$ cat config.mk
export PLATFORM = sky130hd
export DESIGN_NAME = pair_resolver
export DESIGN_NICKNAME = d
export VERILOG_FILES = /design/src/rtl/pair_resolver.sv
export SDC_FILE = /design/constraint.sdc
export NUM_CORES = 1
export LEC_CHECK = 0
export ABC_AREA = 1
export BUFFER_PORTS_ARGS = -buffer_cell sky130_fd_sc_hd__buf_4
export CAP_MARGIN = 0
export CORE_UTILIZATION = 44
export CTS_CLUSTER_DIAMETER = 150
export CTS_CLUSTER_SIZE = 20
export DETAILED_ROUTE_END_ITERATION = 10
export SETUP_SLACK_MARGIN = 0.1
export SLEW_MARGIN = 5
export SYNTH_ARGS = -nofsm -noshare
export SYNTH_HDL_FRONTEND = slang
export SYNTH_SLANG_ARGS = --single-unit
export TNS_END_PERCENT = 50
$ cat constraint.sdc
create_clock -name clk -period 2.5 [get_ports clk]
set_input_delay 0.5 -clock clk [delete_from_list [all_inputs] [get_ports clk]]
set_output_delay 0.5 -clock clk [all_outputs]
set_load 0.05 [all_outputs]
$ cat src/rtl/pair_resolver.sv
// pair_resolver: owns card visibility, matched set and current player.
// Optional turn limit: define PAIR_RESOLVER_TURN_TIMEOUT_EN.
module pair_resolver #(
  parameter int NCARDS = 16,
  parameter int unsigned HOLD_CYCLES = 50_000_000,
  parameter int unsigned TIMEOUT_CYCLES = 500_000_000
) (
  input  logic              clk,
  input  logic              rst,
  input  logic              card_pick,
  input  logic [7:0]        card_idx,
  input  logic              turn_done,
  input  logic              pair_match,
  input  logic [7:0]        sel1,
  input  logic [7:0]        sel2,
  input  logic              game_over,
  output logic              player,
  output logic [NCARDS-1:0] revealed,
  output logic [NCARDS-1:0] matched,
  output logic              busy
);

  localparam int IW = (NCARDS > 1) ? $clog2(NCARDS) : 1;
  localparam logic [7:0] NC = 8'(NCARDS);

  typedef enum logic [1:0] {
    IDLE, ONE_UP, HOLD, DONE
  } state_t;

  state_t      state;
  logic [31:0] cnt;

  logic [NCARDS-1:0] pick_bit;
  logic [NCARDS-1:0] s1_bit;
  logic [NCARDS-1:0] s2_bit;
  logic [NCARDS-1:0] rev_pk;
  logic              pick_ok;
  logic              pair_ok;
  logic              tmo;

  // One-hot decode of the indices, with range and legality checks
  always_comb begin
    pick_bit = '0;
    s1_bit   = '0;
    s2_bit   = '0;
    if (card_idx < NC) pick_bit[card_idx[IW-1:0]] = 1'b1;
    if (sel1 < NC) s1_bit[sel1[IW-1:0]] = 1'b1;
    if (sel2 < NC) s2_bit[sel2[IW-1:0]] = 1'b1;
    pick_ok = card_pick
            && (|(pick_bit & ~matched & ~revealed));
    rev_pk  = pick_ok ? (revealed | pick_bit) : revealed;
    pair_ok = pair_match && (sel1 != sel2)
            && (sel1 < NC) && (sel2 < NC);
  end

`ifdef PAIR_RESOLVER_TURN_TIMEOUT_EN
  logic [31:0] tmr;
  logic        active;

  assign active = (state == IDLE) || (state == ONE_UP);
  assign tmo = active
             && (tmr == 32'(TIMEOUT_CYCLES - 1))
             && !((state == ONE_UP) && turn_done);

  // Turn timer: runs in IDLE/ONE_UP, restarts whenever IDLE is re-entered
  always_ff @(posedge clk or negedge rst) begin
    if (!rst) begin
      tmr <= '0;
    end else if (game_over || state == DONE) begin
      tmr <= tmr;
    end else if (!active || tmo
                 || (state == ONE_UP && turn_done)) begin
      tmr <= '0;
    end else begin
      tmr <= tmr + 32'd1;
    end
  end
`else
  // No turn limit: a turn waits indefinitely
  assign tmo = 1'b0 && (TIMEOUT_CYCLES != 0);
`endif

  // Turn/visibility state machine with registered outputs
  always_ff @(posedge clk or negedge rst) begin
    if (!rst) begin
      state    <= IDLE;
      cnt      <= '0;
      player   <= 1'b0;
      revealed <= '0;
      matched  <= '0;
      busy     <= 1'b0;
    end else if (state != DONE && game_over) begin
      state <= DONE;
      busy  <= 1'b1;
    end else begin
      unique case (state)
        IDLE: begin
          if (tmo) begin
            revealed <= '0;
            player   <= ~player;
          end else if (pick_ok) begin
            revealed <= rev_pk;
            state    <= ONE_UP;
          end
        end
        ONE_UP: begin
          if (turn_done && pair_ok) begin
            matched  <= matched | s1_bit | s2_bit;
            revealed <= rev_pk & ~(s1_bit | s2_bit);
            state    <= IDLE;
          end else if (turn_done) begin
            revealed <= rev_pk;
            cnt      <= 32'(HOLD_CYCLES - 1);
            busy     <= 1'b1;
            state    <= HOLD;
          end else if (tmo) begin
            revealed <= '0;
            player   <= ~player;
            state    <= IDLE;
          end else begin
            revealed <= rev_pk;
          end
        end
        HOLD: begin
          if (cnt == '0) begin
            revealed <= '0;
            player   <= ~player;
            busy     <= 1'b0;
            state    <= IDLE;
          end else begin
            cnt <= cnt - 32'd1;
          end
        end
        DONE: begin
          state <= DONE;
        end
      endcase
    end
  end

endmodule

==> run summary <==
Once placement finished, the instance area stood at 0.00536 mm2. Entering global routing, the biggest net connects 69 pins. The number of antenna violations at the first check in global routing is 0. The floorplan die area is 0.0112 mm2. The count of buffers inserted at the top-level ports is 63, and the power per cell area is 786 mW/mm2. The post-detailed-route wirelength per cell was 14.2 um; the combined area of the multi-input logic cells was 0.00273 mm2. The tree is rooted in a sky130_fd_sc_hd__clkbuf_8.

Once detail routing completed, the nets flagged for antenna violations numbered 0. The actual transition at the worst max-transition pin is 0.867 ns, and the global-route wire length before repair is 21.1 mm. Compared with the post-synthesis result, the final layout area differs by 17.9%.

The detailed router finished its first iteration with 246 violations. The detailed-route vias per instance was 5.08; the final critical-path share of the clock period was 88.5%. The count of distinct cell types in the synthesized netlist was 36; the antenna diode count was 0. In this run the worst path has a maximum fanout of 8.

Number of hold violations in the final report: 0. The post-route netlist has 16.6% of its cells at a drive strength greater than 1. The sum of routed wire length over all layers is 12.5 mm. STA classifies the critical path endpoint as a flip-flop. The die is 106 um tall. For this design, the sink count on the clock tree is 68. The run gives 9.84 mm as the HPWL after detailed placement. After floorplanning, the core was sized to cover 0.0104 mm2. The H-tree level count is 3. The tools report the total global routing overflow as 0. The via count of the first global-routing pass came out at 4292. For the count of final max-slew check failures, the log shows 0. In this run, placement finished with an instance count of 864.

Across the routed clock network, the largest skew measured is 0.0112 ns. The critical path is of the flip-flop to flip-flop type. After the flow finishes, the layout carries non-filler instances totaling 885. TritonCTS built the clock tree. For the max-capacitance violation count, the log shows 0. For the weighted congestion reported at the end of routability-driven placement, the log shows 0.895.

The post-synthesis register bit count was 68. Headroom to the max-slew limit came out at 42.2%. The cell leakage power is 2.78 nW. On the worst path, the slowest cell contributes a delay of 0.41 ns. The average instance in the mapped netlist occupies 7.03 um2. At the worst endpoint, the arrival time is 2.53 ns.

The final route contains 4498 vias. Walking the worst path, the cells encountered are inv_1 > ha_1 > nand2_4 > nor2_8 > nand2_4 > o21ai_4 > nand2_4 > nor2_2 > nand3_4 > buf_4 > o21bai_1 > nand2_1 > inv_1. Clock tree synthesis inserted a total of 9 buffers. In the layout the commonest cells are sky130_fd_sc_hd__nand2_1 (182), sky130_fd_sc_hd__nor2_1 (135), sky130_fd_sc_hd__buf_4 (76), sky130_fd_sc_hd__dfrtp_1 (68), sky130_fd_sc_hd__nand3_1 (54).

Setup violations remaining at the end of the flow were counted as 0. Of the synthesized area, sequential elements account for 35.9%. The flow ran to the end, and the final reports show no timing, DRC or antenna violations. Once the floorplan was initialized, standard cells occupied 45.7% of the core. Timing would allow up to 452 MHz. The number of nets in the synthesized netlist is 711.

The type of the tightest min-delay check is input pin to async pin. Setup repair after global routing left no endpoint under its margin. The global-route usage over all layers was 24.3%; the die outline width was 106 um. The hold buffer count at cts is 0, and the number of inserted filler cells in the final layout is 1043.

The register area was 0.00170 mm2; the detailed-routing iteration count for the pre-antenna-repair pass was 5. IR analysis of the VDD net gives a maximum drop of 0.558 mV. Overall power consumption after layout is estimated at 0.00439 W.

The number of cells produced by synthesis is 674, and the synthesis warning total is 0. The clock passes through at most 2 buffers. The final layout net count was 781. Required arrival time at the worst endpoint: 2.82 ns.

After layout, the minimum clock period comes to 2.21 ns. The cell with the largest stage delay on the worst path was sky130_fd_sc_hd__dfrtp_1. The most frequent standard cell in the layout excluding fill and tap cells is sky130_fd_sc_hd__nand2_1. After routing the design area is 0.00558 mm2. Clock latency reported for the late side of the worst-skew pair: 0.37 ns. The critical path's top delay family is simple AND/OR/NAND/NOR gates.

Counting stages on the worst path, the most repeated cell is sky130_fd_sc_hd__nand2_4. The clock-pin slew on the worst setup and hold paths was 0.08 ns; the cell area after synthesis was 0.00474 mm2. For the boundary pin count, the log shows 64.

The accumulated negative setup slack came out at 0 ns. The critical path contains buffers and inverters numbering 3 combined. Kind of start point of the critical path: a flip-flop. The run gives 37 as the number of placement rows. Remaining design rule violation count: 0.
stage by stage:
stage | setup slack [ns] | hold slack (ns) | util (%)
final | 0.286 | 0.229 | 53.8
after global routing | 0.173 | 0.336 | 53.8
after CTS | 0.126 | 0.281 | 53.3
after detailed placement | 0.140 | 0.469 | 51.7
after global placement | 0.203 | 0.464 | 51.7
after floorplan | 0.512 | 0.204 | -
registers in the layout, indices dropped and copies added, names as in the netlist:
signal,count
matched,16
revealed,16
state,2
busy,1
cnt,32
player,1
cell type report:
cell class / count / area share [%]
Multi-Input combinational cell: 533 / 48.9
Sequential cell: 68 / 30.5
Timing Repair Buffer: 78 / 10.9
Inverter: 54 / 3.63
Tap cell: 136 / 3.05
Clock buffer: 10 / 2.29
Clock inverter: 6 / 0.739
final timing paths:
kind,start,end,slack (ns),cells after the start
worst max-delay path,cnt[0],revealed[9],0.29,13
worst min-delay path,rst,state[1],0.23,1
worst max register to register,cnt[0],revealed[9],0.29,13
worst min register to register,player,player,0.48,1
max in group asynchronous,rst,revealed[5],1.70,1
min in group clk,game_over,busy,0.47,3
logic make-up (layout without fill, tap and decap cells):
| family | Yosys count | after routing | synth area share (%) |
|---|---|---|---|
| buffers and inverters | 73 | 148 | 6.58 |
| AND/OR/NAND/NOR | 404 | 404 | 36.2 |
| AO/OA/AOI/OAI | 86 | 86 | 12.8 |
| XOR/XNOR | 36 | 36 | 6.66 |
| adder cells (fa/ha/maj) | 7 | 7 | 1.85 |
| flip-flops | 68 | 68 | 35.9 |
power by group:
part / switching, W / internal, W
combinational: 0.00132 / 0.000719
clock: 0.000458 / 0.000357
sequential: 0.000236 / 0.00130
total: 0.00202 / 0.00237
synth_stat cells (all sizes together):
library cell | n | area, um2
o21a | 1 | 7.51
nor3 | 7 | 40.0
nor2 | 141 | 563
dfrtp | 68 | 1700
nand4 | 6 | 37.5
nand2 | 188 | 736
o21bai | 31 | 270
o22a | 10 | 87.6
nand3 | 55 | 280
a41oi | 1 | 8.76
xor2 | 21 | 184
clkbuf | 9 | 33.8
or2 | 3 | 18.8
buf | 10 | 75.1
xnor2 | 15 | 131
nor4 | 3 | 18.8
o21ai | 34 | 181
a21oi | 4 | 20.0
nor3b | 1 | 18.8
inv | 54 | 203
a31oi | 5 | 31.3
ha | 7 | 87.6
layer usage:
metal	wire [um]	up-vias	GRT usage, %
li1	-	2299	-
met1	5480	2084	29.5
met2	6330	97	43.2
met3	490	18	3.59
met4	251	0	9.62
met5	0	-	0
worst register-to-register path, cell delays in order, from the launching register on:
cell and delay (ns):
sky130_fd_sc_hd__dfrtp_1 0.41, sky130_fd_sc_hd__inv_1 0.07, sky130_fd_sc_hd__ha_1 0.30, sky130_fd_sc_hd__nand2_4 0.12
sky130_fd_sc_hd__nor2_8 0.16, sky130_fd_sc_hd__nand2_4 0.07, sky130_fd_sc_hd__o21ai_4 0.19, sky130_fd_sc_hd__nand2_4 0.08
sky130_fd_sc_hd__nor2_2 0.20, sky130_fd_sc_hd__nand3_4 0.17, sky130_fd_sc_hd__buf_4 0.18, sky130_fd_sc_hd__o21bai_1 0.12
sky130_fd_sc_hd__nand2_1 0.06, sky130_fd_sc_hd__inv_1 0.05
timing repair:
| item | 4_1_cts | 5_1_grt |
|---|---|---|
| setup endpoints to repair | 0 | 15 |
| setup buffers | 0 | 5 |
| gates resized for setup | 0 | 1 |
Power figures use the tool's default switching activity.
